**config.mk**
```make
export PLATFORM = sky130hd
export DESIGN_NAME = queue_dispatcher
export DESIGN_NICKNAME = d
export VERILOG_FILES = /design/src/rtl/queue_dispatcher.sv
export SDC_FILE = /design/constraint.sdc
export NUM_CORES = 1
export LEC_CHECK = 0
export ABC_AREA = 1
export BUFFER_PORTS_ARGS = -buffer_cell sky130_fd_sc_hd__buf_2
export CORE_MARGIN = 2
export CORE_UTILIZATION = 55
export CTS_BUF_LIST = sky130_fd_sc_hd__clkbuf_4
export DETAILED_ROUTE_END_ITERATION = 16
export HOLD_SLACK_MARGIN = 0.02
export PLACE_DENSITY = 0.83
export SKIP_LAST_GASP = 1
export SLEW_MARGIN = 5
export SYNTH_ARGS = -nofsm -noshare
export SYNTH_HDL_FRONTEND = slang
export SYNTH_SLANG_ARGS = --single-unit
```
**constraint.sdc**
```tcl
create_clock -name clk -period 5.4 [get_ports clk]
set_input_delay 1.08 -clock clk [delete_from_list [all_inputs] [get_ports clk]]
set_output_delay 1.08 -clock clk [all_outputs]
set_load 0.005 [all_outputs]
```
**src/rtl/queue_dispatcher.sv**
```systemverilog
// Bank queue ticket issuer and two-teller dispatcher with open/drain/closed sequencing.
// All outputs registered; a request sampled on an edge shows immediately after that edge.
module queue_dispatcher #(
   parameter int TICKET_W   = 8,
   parameter int MAX_TICKET = 99,
   parameter int QDEPTH     = 15,
   parameter int CNT_W      = 4
) (
   input  logic                clk,
   input  logic                rst,
   input  logic                bank_open,
   input  logic                customer_req,
   input  logic [1:0]          teller_en,
   input  logic [1:0]          teller_req,
   output logic [TICKET_W-1:0] issued_ticket,
   output logic [TICKET_W-1:0] serve0,
   output logic [TICKET_W-1:0] serve1,
   output logic [CNT_W-1:0]    queue_cnt,
   output logic                full,
   output logic                wait_flag,
   output logic                reject,
   output logic [1:0]          bank_state
);

   typedef enum logic [1:0] {
      CLOSED = 2'b00,
      OPEN   = 2'b01,
      DRAIN  = 2'b10
   } state_e;

   state_e              state_q, state_d;
   logic [TICKET_W-1:0] issued_q, issued_d;
   logic [TICKET_W-1:0] serve0_q, serve0_d;
   logic [TICKET_W-1:0] serve1_q, serve1_d;
   logic [TICKET_W-1:0] next_issue_q, next_issue_d;
   logic [TICKET_W-1:0] next_serve_q, next_serve_d;
   logic [CNT_W-1:0]    cnt_q, cnt_d;
   logic                rr_q, rr_d;
   logic                reject_q, reject_d;

   logic                issue;
   logic [1:0]          qual;
   logic [1:0]          granted;

   function automatic logic [TICKET_W-1:0] tk_inc(input logic [TICKET_W-1:0] t);
      return (t == TICKET_W'(MAX_TICKET)) ? TICKET_W'(1) : t + TICKET_W'(1);
   endfunction

   always_comb begin
      issue        = (state_q == OPEN) && customer_req && !full;
      qual         = teller_req & teller_en & {2{state_q != CLOSED}};
      granted      = 2'd0;
      serve0_d     = serve0_q;
      serve1_d     = serve1_q;
      next_serve_d = next_serve_q;
      rr_d         = rr_q;
      issued_d     = issued_q;
      next_issue_d = next_issue_q;
      state_d      = state_q;
      reject_d     = customer_req && !issue;

      if (issue) begin
         issued_d     = next_issue_q;
         next_issue_d = tk_inc(next_issue_q);
      end

      // Only tickets already waiting before this edge can be handed out.
      case (qual)
         2'b01: begin
            if (cnt_q != '0) begin
               serve0_d     = next_serve_q;
               next_serve_d = tk_inc(next_serve_q);
               granted      = 2'd1;
            end else begin
               serve0_d = '0;
            end
         end
         2'b10: begin
            if (cnt_q != '0) begin
               serve1_d     = next_serve_q;
               next_serve_d = tk_inc(next_serve_q);
               granted      = 2'd1;
            end else begin
               serve1_d = '0;
            end
         end
         2'b11: begin
            if (cnt_q >= CNT_W'(2)) begin
               serve0_d     = rr_q ? tk_inc(next_serve_q) : next_serve_q;
               serve1_d     = rr_q ? next_serve_q : tk_inc(next_serve_q);
               next_serve_d = tk_inc(tk_inc(next_serve_q));
               granted      = 2'd2;
            end else if (cnt_q == CNT_W'(1)) begin
               serve0_d     = rr_q ? '0 : next_serve_q;
               serve1_d     = rr_q ? next_serve_q : '0;
               next_serve_d = tk_inc(next_serve_q);
               granted      = 2'd1;
               rr_d         = ~rr_q;
            end else begin
               serve0_d = '0;
               serve1_d = '0;
            end
         end
         default: ;
      endcase

      if (!teller_en[0]) serve0_d = '0;
      if (!teller_en[1]) serve1_d = '0;

      cnt_d = cnt_q + CNT_W'(issue) - CNT_W'(granted);

      case (state_q)
         CLOSED:  if (bank_open) state_d = OPEN;
         OPEN:    if (!bank_open) state_d = (cnt_d == '0) ? CLOSED : DRAIN;
         DRAIN: begin
            if (bank_open)         state_d = OPEN;
            else if (cnt_d == '0)  state_d = CLOSED;
         end
         default: state_d = CLOSED;
      endcase

      // Closing wipes the displays and restarts numbering, overriding any final serve.
      if (state_q != CLOSED && state_d == CLOSED) begin
         serve0_d     = '0;
         serve1_d     = '0;
         issued_d     = '0;
         next_issue_d = TICKET_W'(1);
         next_serve_d = TICKET_W'(1);
      end
   end

   always_ff @(posedge clk or negedge rst) begin
      if (!rst) begin
         state_q      <= CLOSED;
         issued_q     <= '0;
         serve0_q     <= '0;
         serve1_q     <= '0;
         next_issue_q <= TICKET_W'(1);
         next_serve_q <= TICKET_W'(1);
         cnt_q        <= '0;
         rr_q         <= 1'b0;
         reject_q     <= 1'b0;
      end else begin
         state_q      <= state_d;
         issued_q     <= issued_d;
         serve0_q     <= serve0_d;
         serve1_q     <= serve1_d;
         next_issue_q <= next_issue_d;
         next_serve_q <= next_serve_d;
         cnt_q        <= cnt_d;
         rr_q         <= rr_d;
         reject_q     <= reject_d;
      end
   end

   assign issued_ticket = issued_q;
   assign serve0        = serve0_q;
   assign serve1        = serve1_q;
   assign queue_cnt     = cnt_q;
   assign full          = (cnt_q == CNT_W'(QDEPTH));
   assign wait_flag     = (cnt_q != '0);
   assign reject        = reject_q;
   assign bank_state    = state_q;

endmodule

```
==> run metrics <==
worst reg2reg setup slack 1020 ps; overall power 1.42 mW; Seq/Total Area, Yosys 38.7%; number of cells on the worst reg-to-reg path 20; class of the most critical setup path primary input to flop; Yosys reg bits 48; fraction of the core area covered by cells at the end of the flow 63.2%; Worst Max-Slew Pin Slew between 1000 and 1500 ps; minimum period implied by the final worst setup slack 4610 ps; synthesized area divided by synthesized cell count 7.60 sq um; number of buffers on the longest clock path 2; count of mapped cells out of synthesis just over 400; area added between synthesis and finish 11.4%; RSZ-0062 raised after global routing no; WP data arrival ~4900 ps; fraction of final layout cells with drive strength greater than 1 17.6%; Worst R2R Start bank_state[1]; overall routed net length 7270 um; Period Utilization, post-route 85.3%; level count of the clock H-tree 2; count of maximum capacitance violations 0; worst rel slew slack 29.0%; dominant delay contributor by cell family on the critical path adder cells; number of stages on the worst setup path 19; cts hold-fix bufs 0; most common flop cell mapped by yosys sky130_fd_sc_hd__dfrtp_1; CTS-repair resized insts 0; Overall Global Routing Usage about a quarter; count of unique library cells instantiated by Yosys 40; status complete, no violations; antenna violations before repair 0; ordered cell list for the critical path buf_2 -> nand3_1 -> inv_1 -> ha_1 -> nand3_1 -> a21oi_1 -> ha_1 -> inv_1 -> ha_1 -> inv_1 -> fa_1 -> inv_1 -> or2_1 -> nor2_1 -> nand4_1 -> nand2_2 -> inv_1 -> nand2_2 -> o22ai_1; detailed router's first-iteration violation count 297; largest net degree at the start of global routing 49; end point of the critical path next_issue_q[5]; Setup crit start teller_en[1]; Slew Viols, Final 0; post-detailed-route DRC marker count 0; Initial Utilization 56.8%; dominant cell type by count on the critical path sky130_fd_sc_hd__inv_1; input/output buffers 40; placer's final routability congestion estimate 0.915; clock tree from TritonCTS yes; detailed placer's ending HPWL ~5500 um; die height roughly 80 um; count of flip-flops with a built-in enable after synthesis 0; post-route setup TNS 0 ps; CORE AREA 0.00547 sq mm; CTS Sinks 48; category of the worst setup path capture point flop; maximum operating frequency about 220 MHz; sort of element at the start of the critical path primary input; Setup Skew approximately 13 ps; Routed Antenna Nets 0; first-pass GRT wire length 12200 um; number of antenna repair diodes 0; slowest cell delay on critical path 620 ps; Boundary Pins 41; Final nets 471; number of vias per cell 5.64; Net Count, Synth around 430; classification of the worst-slack hold path flop to flop; CP required 5660 ps; Slowest-stage cell, CP sky130_fd_sc_hd__ha_1; leakage 1.81 nW; setup-violating endpoint count in the final report 0; Cell Pwr Density about 410 mW/mm^2; Routed WL per cell approximately 14 um; detailed-routing iteration count for the pre-antenna-repair pass 5; later-pin clock latency in the skew report 360 ps; horizontal die dimension between 70 and 80 um; mapped cell area 0.00311 sq mm; final hold violations 0; Clock Tree Root sky130_fd_sc_hd__clkbuf_4; Reg clk slew, reported paths 150 ps; die footprint ~0.0063 sq mm; post-CTS setup repair buffer count 0; peak fanout along the critical path 23; via count of the first global-routing pass around 2700; maximum vdd ir drop 0.302 mV; remaining global-route overflow 0; Vias 2937; cell row count 27; Async S/R FF share, synth 100%; number of buffers and inverters on the critical path 6; capture point of the worst reg-to-reg path next_issue_q[5]; number of buffers created by CTS 5; number of warnings printed during yosys synthesis 0
==> metal layers <==
| metal | vias up | GRT usage, % | wire length, um |
|---|---|---|---|
| li1 | 1436 | - | - |
| met1 | 1354 | 33.1 | 3250 |
| met4 | 0 | 11.0 | 204 |
| met2 | 124 | 39.0 | 3380 |
| met5 | - | 0 | 0 |
| met3 | 23 | 3.52 | 433 |
==> state kept, by name (all words and copies together), names as in the netlist <==
register / cells
bank_state: 2
issued_ticket: 8
queue_cnt: 4
serve0: 8
next_serve_q: 8
next_issue_q: 8
rr_q: 1
reject: 1
serve1: 8
==> area by class of cell <==
class,count,area [sq um]
timing repair buffer,42,215
tap,72,90.1
multi-input combinational,300,1650
inverter,51,194
clock buffer,5,37.5
sequential,48,1200
fill,507,2010
clock inverter,3,68.8
==> power breakdown <==
group,total (mW),leakage (nW),switching (mW),internal (mW)
Clock,0.267,0.0558,0.121,0.146
Combinational,0.634,1.11,0.431,0.203
Sequential,0.514,0.640,0.0836,0.430
Total,1.42,1.81,0.636,0.780
==> logic make-up (layout without fill, tap and decap cells) <==
| kind of cell | after synthesis | after routing | share of synthesized area [%] |
|---|---|---|---|
| XOR/XNOR | 7 | 7 | 1.97 |
| adder cells (fa/ha/maj) | 15 | 15 | 6.28 |
| flip-flops | 48 | 48 | 38.7 |
| AND/OR/NAND/NOR | 223 | 223 | 32.6 |
| buffers and inverters | 61 | 101 | 8.10 |
| AO/OA/AOI/OAI | 55 | 55 | 12.3 |
==> how the worst min path moves through the flow <==
| stage | from | endpoint | slack (ps) | cells past startpoint |
|---|---|---|---|---|
| after floorplan | serve0[1] | serve0[1] | 470 | 2 |
| after global placement | serve1[6] | serve1[6] | 450 | 2 |
| after detailed placement | serve0[3] | serve0[3] | 460 | 2 |
| after CTS | serve0[5] | serve0[5] | 490 | 2 |
| after global routing | serve0[3] | serve0[3] | 510 | 2 |
| final | serve0[5] | serve0[5] | 490 | 2 |
==> layout by cell type, fill, tap and decap left out, drive strengths merged <==
| cell | count |
|---|---|
| nand2 | 117 |
| inv | 51 |
| dfrtp | 46 |
| nand3 | 44 |
| buf | 42 |
| nor2 | 41 |
| o21ai | 25 |
| ha | 14 |
| nand4 | 11 |
| o31ai | 8 |
| o211ai | 7 |
| o221ai | 7 |
| xor2 | 6 |
| clkbuf | 5 |
| a21oi | 4 |
| nor3 | 4 |
| nand3b | 2 |
| o22ai | 2 |
| bufinv | 2 |
| dfstp | 2 |
| nor4 | 2 |
| clkinv | 1 |
| or2 | 1 |
| o311ai | 1 |
| and2 | 1 |
| o21bai | 1 |
| xnor2 | 1 |
| fa | 1 |
==> synth_stat cells (all sizes together), types with 2 or more instances <==
| cell | number | area share [%] |
|---|---|---|
| nand3 | 44 | 7.2 |
| xor2 | 6 | 1.7 |
| a21oi | 4 | 0.64 |
| nand3b | 2 | 0.48 |
| o22ai | 2 | 0.40 |
| clkbuf | 5 | 0.60 |
| ha | 14 | 5.6 |
| o221ai | 7 | 2.0 |
| o211ai | 7 | 1.7 |
| nand4 | 11 | 2.2 |
| inv | 50 | 6.1 |
| nand2 | 117 | 15 |
| o21ai | 25 | 4.0 |
| nor2 | 41 | 5.7 |
| o31ai | 8 | 3.1 |
| nor4 | 2 | 0.89 |
| nor3 | 4 | 0.97 |
| dfrtp | 46 | 37 |
| buf | 5 | 1.2 |
| dfstp | 2 | 1.7 |
==> worst reg2reg max path, cell delays in order, from the launching register on <==
cell	delay, ps
sky130_fd_sc_hd__dfrtp_1	440
sky130_fd_sc_hd__nor2_1	80
sky130_fd_sc_hd__inv_1	80
sky130_fd_sc_hd__nand3_1	120
sky130_fd_sc_hd__inv_1	110
sky130_fd_sc_hd__ha_1	620
sky130_fd_sc_hd__nand3_1	220
sky130_fd_sc_hd__a21oi_1	180
sky130_fd_sc_hd__ha_1	240
sky130_fd_sc_hd__inv_1	60
sky130_fd_sc_hd__ha_1	160
sky130_fd_sc_hd__inv_1	60
sky130_fd_sc_hd__fa_1	470
sky130_fd_sc_hd__inv_1	50
sky130_fd_sc_hd__or2_1	220
sky130_fd_sc_hd__nor2_1	90
sky130_fd_sc_hd__nand4_1	130
sky130_fd_sc_hd__nand2_2	420
sky130_fd_sc_hd__inv_1	240
sky130_fd_sc_hd__nand2_2	200
sky130_fd_sc_hd__o22ai_1	100
==> per-stage QoR <==
stage	hold WS, ps	worst slack, ps	instance area [sq um]	cells
2_1_floorplan	465	1310	3110	409
3_3_place_gp	452	641	3350	513
3_5_place_dp	459	432	3350	513
4_1_cts	493	830	3460	521
5_1_grt	507	448	3460	521
6_report	488	791	3460	521
No activity file was read; power rests on OpenSTA's default activity.
